**src/rtl/lab2_problem2_pkg.sv**
```systemverilog
// rtl/lab2_problem2_pkg.sv - shared opcode encoding and datapath width for the 4-bit ALU
package lab2_problem2_pkg;

    localparam int DATA_W = 4;

    typedef enum logic [2:0] {
        OP_NOT  = 3'b000,
        OP_ADD  = 3'b001,
        OP_AND  = 3'b010,
        OP_OR   = 3'b011,
        OP_XOR  = 3'b100,
        OP_ROTL = 3'b101,
        OP_CLR  = 3'b110,
        OP_SET  = 3'b111
    } opcode_e;

endpackage

```
**src/rtl/lab2_problem2_alu.sv**
```systemverilog
// rtl/lab2_problem2_alu.sv - combinational 8-operation ALU producing result and carry
import lab2_problem2_pkg::*;

module lab2_problem2_alu (
    input  logic [2:0]        Select,
    input  logic [DATA_W-1:0] A,
    input  logic [DATA_W-1:0] B,
    input  logic              C,
    output logic [DATA_W-1:0] R,
    output logic              Cy
);

    logic [DATA_W:0] sum;

    // Five-bit sum so the carry out of bit 3 lands in the top bit.
    assign sum = {1'b0, A} + {1'b0, B} + {{DATA_W{1'b0}}, C};

    always_comb begin
        R  = '0;
        Cy = 1'b0;
        case (opcode_e'(Select))
            OP_NOT:  R = ~A;
            OP_ADD:  {Cy, R} = sum;
            OP_AND:  R = A & B;
            OP_OR:   R = A | B;
            OP_XOR:  R = A ^ B;
            OP_ROTL: begin
                R  = {A[DATA_W-2:0], C};
                Cy = A[DATA_W-1];
            end
            OP_CLR:  R = '0;
            OP_SET:  R = '1;
            default: R = '0;
        endcase
    end

endmodule

```
**src/rtl/lab2_problem2.sv**
```systemverilog
// rtl/lab2_problem2.sv - registered 4-bit ALU: combinational ALU into one output register stage
import lab2_problem2_pkg::*;

module lab2_problem2 (
    input  logic              clock,
    input  logic              reset,
    input  logic [2:0]        Select,
    input  logic [DATA_W-1:0] A,
    input  logic [DATA_W-1:0] B,
    input  logic              C,
    output logic [DATA_W-1:0] RegOut,
    output logic              Carryout
);

    logic [DATA_W-1:0] reg_out_d, reg_out_q;
    logic              carry_d, carry_q;

    lab2_problem2_alu u_alu (
        .Select (Select),
        .A      (A),
        .B      (B),
        .C      (C),
        .R      (reg_out_d),
        .Cy     (carry_d)
    );

    // Every edge loads; reset clears asynchronously without waiting for the clock.
    always_ff @(posedge clock or negedge reset) begin
        if (!reset) begin
            reg_out_q <= '0;
            carry_q   <= 1'b0;
        end else begin
            reg_out_q <= reg_out_d;
            carry_q   <= carry_d;
        end
    end

    assign RegOut   = reg_out_q;
    assign Carryout = carry_q;

endmodule

```
**config.mk**
```make
export PLATFORM = sky130hd
export DESIGN_NAME = lab2_problem2
export DESIGN_NICKNAME = d
export VERILOG_FILES = /design/src/rtl/lab2_problem2_pkg.sv /design/src/rtl/lab2_problem2_alu.sv /design/src/rtl/lab2_problem2.sv
export SDC_FILE = /design/constraint.sdc
export NUM_CORES = 1
export LEC_CHECK = 0
export ABC_CLOCK_PERIOD_IN_PS = 900
export BUFFER_PORTS_ARGS = -buffer_cell sky130_fd_sc_hd__buf_2
export CORE_AREA = 2 2 39 41
export CTS_CLUSTER_SIZE = 25
export DETAILED_ROUTE_END_ITERATION = 12
export DIE_AREA = 0 0 41 43
export PLACE_DENSITY = 0.84
export SYNTH_ARGS = -nofsm -noshare
export SYNTH_HDL_FRONTEND = slang
export SYNTH_SLANG_ARGS = --single-unit
```
**constraint.sdc**
```tcl
create_clock -name clock -period 0.9 [get_ports clock]
set_input_delay 0.27 -clock clock [delete_from_list [all_inputs] [get_ports clock]]
set_output_delay 0.27 -clock clock [all_outputs]
set_load 0.05 [all_outputs]
```
======== Yosys cells after proc, flatten, opt, wreduce, memory -nomap -nowiden ========
Index checks and enable logic that the tools add are counted.
operators by class
  reductions and logical operators ........ 1
  muxes and demuxes ....................... 2
  add/subtract/negate cells ............... 2
  equality and inequality tests ........... 7
  bitwise gates (word level) .............. 4
operator list
  cell                  count
  $pmux W4 S8           1
  $eq A3 B3 Y1 const B  4
  $eq A3 B2 Y1 const B  2
  $add A4 B4 Y5         1
  $add A5 B1 Y5         1
  $and A4 B4 Y4         1
  $not A4 Y4            1
  $or A4 B4 Y4          1
  $xor A4 B4 Y4         1
  $eq A3 B1 Y1 const B  1
  $logic_not A3 Y1      1
  $pmux W1 S2           1
storage, ports and cells
  register bits ........................... 5
  word-level logic and storage cells ...... 18
  bits of input ports ..................... 14

======== Logic depth before layout (Yosys ltp) ========
  depth after elaboration ................. 3
  depth in mapped cells ................... 6
  mapped depth without buffers ............ 6

======== By module ========
From an unflattened synthesis, not the netlist that was laid out.
unflattened totals
  cell total of the unflattened synthesis .. 77
  area total of the unflattened synthesis .. 621.8 sq um
modules (own cells, without submodules)
  module             cells each  area each (sq um)  sequential area each (sq um)  instances
  lab2_problem2_alu  72          496.7              0.0                           1
  lab2_problem2      5           125.1              125.1                         1

======== Worst setup path after synthesis ========
OpenSTA, ideal clock, no wires.
  kind .................................... input to register
  start ................................... in A[0]
  end ..................................... reg carry_q (netlist: Carryout)
  arrival time ............................ 1625 ps
  path slack .............................. -862 ps
  setup time .............................. 137 ps
  stages .................................. 5
  path buffers ............................ 0
  cell sequence ........................... fa_1 > fa_1 > a21o_1 > a211oi_1 > a2111oi_2
on the way
  longest elaborated chain between the ends .. 3
ends and longest elaborated chain
  what                  RTL line                 source
  start, declared       lab2_problem2.sv:8       input logic [DATA_W-1:0] A,
  $add A4 B4 Y5         lab2_problem2_alu.sv:16  assign sum = {1'b0, A} + {1'b0, B} + {{DATA_W{1'b0}}, C};
  $add A5 B1 Y5         lab2_problem2_alu.sv:16
  $pmux W1 S2           lab2_problem2_alu.sv:21  case (opcode_e'(Select))
  via carry_d           lab2_problem2.sv:16      logic carry_d, carry_q;
  end signal, assigned  lab2_problem2.sv:34      carry_q <= carry_d;
  end, declared         lab2_problem2.sv:16
The timed path passes the listed nets, and every way through them passes these cells.

======== Worst setup path in the final report ========
  start ................................... in A[0]
  end ..................................... reg reg_out_q[1] (netlist: RegOut[1])
on the way
  longest elaborated chain between the ends .. 3
ends and longest elaborated chain
  what                  RTL line                 source
  $add A4 B4 Y5         lab2_problem2_alu.sv:16
  $add A5 B1 Y5         lab2_problem2_alu.sv:16
  $pmux W4 S8 (*)       lab2_problem2_alu.sv:21
  via reg_out_d[1]      lab2_problem2.sv:15      logic [DATA_W-1:0] reg_out_d, reg_out_q;
  end signal, assigned  lab2_problem2.sv:33      reg_out_q <= reg_out_d;
  end, declared         lab2_problem2.sv:15
The timed path passes the listed nets; every way through them passes the cells marked *.

==> out/metrics.yaml <==
first_global_vias: 621
synth_top_cell_area_share_pct: 20.33
worstMarginPinSlew_ps: 266.2
cts.sinks: 5
syn2layout_area_growth_pct: 56.10
portBuffers: 18
rows: 14
antenna_left: 0
powerDensity_nw_per_um2: 1099
globalRouteOverflowTotal: 0
cts_made_buffers: 3
io-pin-count: 19
hold_slack_ps: 365.9
ys_ff_latch: 5
synth.distinct_cells: 33
clk_pin_slew_ps: 50
setup_viol: 10
failed_checks: "negative setup slack"
track_usage_pct: 19.90
ir_drop_uv: 528.7
dieWidth_um: 41
ys.warnings.count: 0
ys_seq_area_share_pct: 20.33
cts_htree_levels: 1
cap_violations: 0
clock.fmax_mhz: 647.3
synth.avg_cell_area_sq_um: 8.922
hpwl_um: 1238
fp.dieH_um: 43
grt_max_degree: 15
grt_setup_unrepaired: "yes"
crit_fanout: 2
syn_inst: 69
grt_pass1_wl_um: 2477
synth_area_leader_cell: "dfrtp_1"
power_uw: 1056
wl_um: 1586
syn-num-nets: 93
grt_antenna_before_repair: 0
first_pass_iters: 7
dr.first_iter.drc_count: 14
end_kind: "flop"
holdCritPathClass: "in -> async"
avgViaCountPerCell: 5.128
min_period_ps: 1545
finalNetCount: 134
drive_gt1_share_pct: 45.87
cts-root-buf: "clkbuf_4"
crit_required_ps: 1060
initial_core_util_pct: 44.48
gp_congestion: 0.8604
synth_area_leaders: "dfrtp_1 20%, ha_1 16%, inv_1 6.7%"
critical_path.startpoint_type: "input pin"
vias: 641
period_share_pct: 171.6
status: "complete, but fails checks"
max_slew_margin_pct: 82.09
clockBufferDepth: 2
crit_arrival_ps: 1710
numPlacedInstances: 118
fill_cells: 98
leakage_uw: 0.0005098
slew_viol_final: 0
layout_setup_ws_ps: -644.8
diodes: 0
hold_violations: 0
core_sq_um: 1384
synth_area_sq_um: 615.6
wl_per_cell_um: 12.69
final_cells: 125
remaining_drc_errors: 0
cts_tree: "done"
path_class: "in -> reg"
die-area_sq_um: 1763
## worst max-delay path, stage by stage
cell	delay, ps
buf_8	100
fa_2	400
fa_2	530
nand3b_1	80
o21ai_1	80
a22oi_1	100
a21oi_1	150
## cell usage after synthesis
cell and number:
nor4_1 1, buf_6 2, a22oi_1 1, nand3b_1 1, buf_4 1, nor3b_1 1, a31oi_1 2, o21ai_0 2
nand2_1 3, o22ai_1 2, nand2b_4 1, a221oi_1 1, fa_1 2, inv_1 11, a41o_1 1, a2bb2oi_1 1
o211ai_1 1, a21oi_1 5, o21ai_1 1, a211oi_1 1, dfrtp_1 5, nor2b_1 1, nor2_1 1, a2111oi_2 1
a32oi_1 1, xnor2_1 1, a21oi_2 1, buf_2 1, xor2_1 1, a21o_1 4, nand2b_1 2, mux2i_1 1
ha_1 8
## how the worst max path moves through the flow
stage | startpoint | to | slack, ps | cells past startpoint
2_1_floorplan | C | RegOut[1] | -680 | 6
3_3_place_gp | C | RegOut[1] | -850 | 7
3_5_place_dp | C | RegOut[1] | -900 | 7
4_1_cts | A[0] | Carryout | -620 | 6
5_1_grt | A[0] | RegOut[1] | -700 | 7
6_report | A[0] | RegOut[1] | -640 | 7
## where the power goes
group          switching [uW]  internal, uW  total [uW]
Combinational             273           250         523
Sequential               11.4           249         261
Clock                     103           168         272
## metrics by stage
step / setup TNS (ps) / utilization (%) / setup slack [ps] / area [sq um]
6_report: -3218 / 69.44 / -644.8 / 960.9
5_1_grt: -3504 / 69.44 / -695.3 / 960.9
4_1_cts: -3054 / 67.72 / -620.4 / 937.1
3_5_place_dp: -3830 / 61.84 / -903.4 / 855.8
3_3_place_gp: -3634 / 61.84 / -846.4 / 855.8
2_1_floorplan: -2748 / - / -684.3 / 638.1
## cell usage in the layout (no fill, tap or decap), types with 2 or more instances in the layout
master / netlist / final
buf_4: 1 / 21
inv_1: 11 / 11
buf_2: 1 / 11
ha_1: 8 / 7
buf_6: 2 / 6
dfrtp_1: 5 / 5
a21oi_1: 5 / 5
a21o_1: 4 / 4
nand2_1: 3 / 3
clkbuf_4: 0 / 3
o21ai_1: 1 / 2
a31oi_1: 2 / 2
nand2b_1: 2 / 2
o22ai_1: 2 / 2
fa_2: 0 / 2
## registers in the layout, summed over array words and instances, names as in the netlist
name      cells
RegOut        4
Carryout      1
## cells by family after synthesis
family,count (synthesis),share of synthesized area (%)
compound gates,25,28.86
xor+xnor,2,2.846
fa+ha+maj,10,22.77
buf+inv,15,12.40
flops,5,20.33
mux,1,1.626
simple gates,11,11.18
## per-layer routing
metal  vias to the layer above  track usage, %  routed length (um)
met5                         -               0                   0
met4                         0           6.000                   0
met1                       298           26.13                 678
li1                        323               -                   -
met2                        20           33.75                 847
met3                         0               0                  60
## what timing repair did
item,CTS,global route
buffers inserted,1,1
endpoints found under the hold margin,5,0
endpoints found under the setup margin,10,10
pin swaps,6,3
resized for setup,11,4
hold buffers,1,0
## final cells by class
type                       instances  area (sq um)  share of cell area, %
multi-input combinational         49         442.9                  46.09
timing repair buffer              40         305.3                  31.77
sequential                         5         125.1                  13.02
inverter                          11         41.29                  4.297
clock buffer                       4         26.28                  2.734
tap                               16         20.02                  2.083
(Power assumes the default switching activity.)
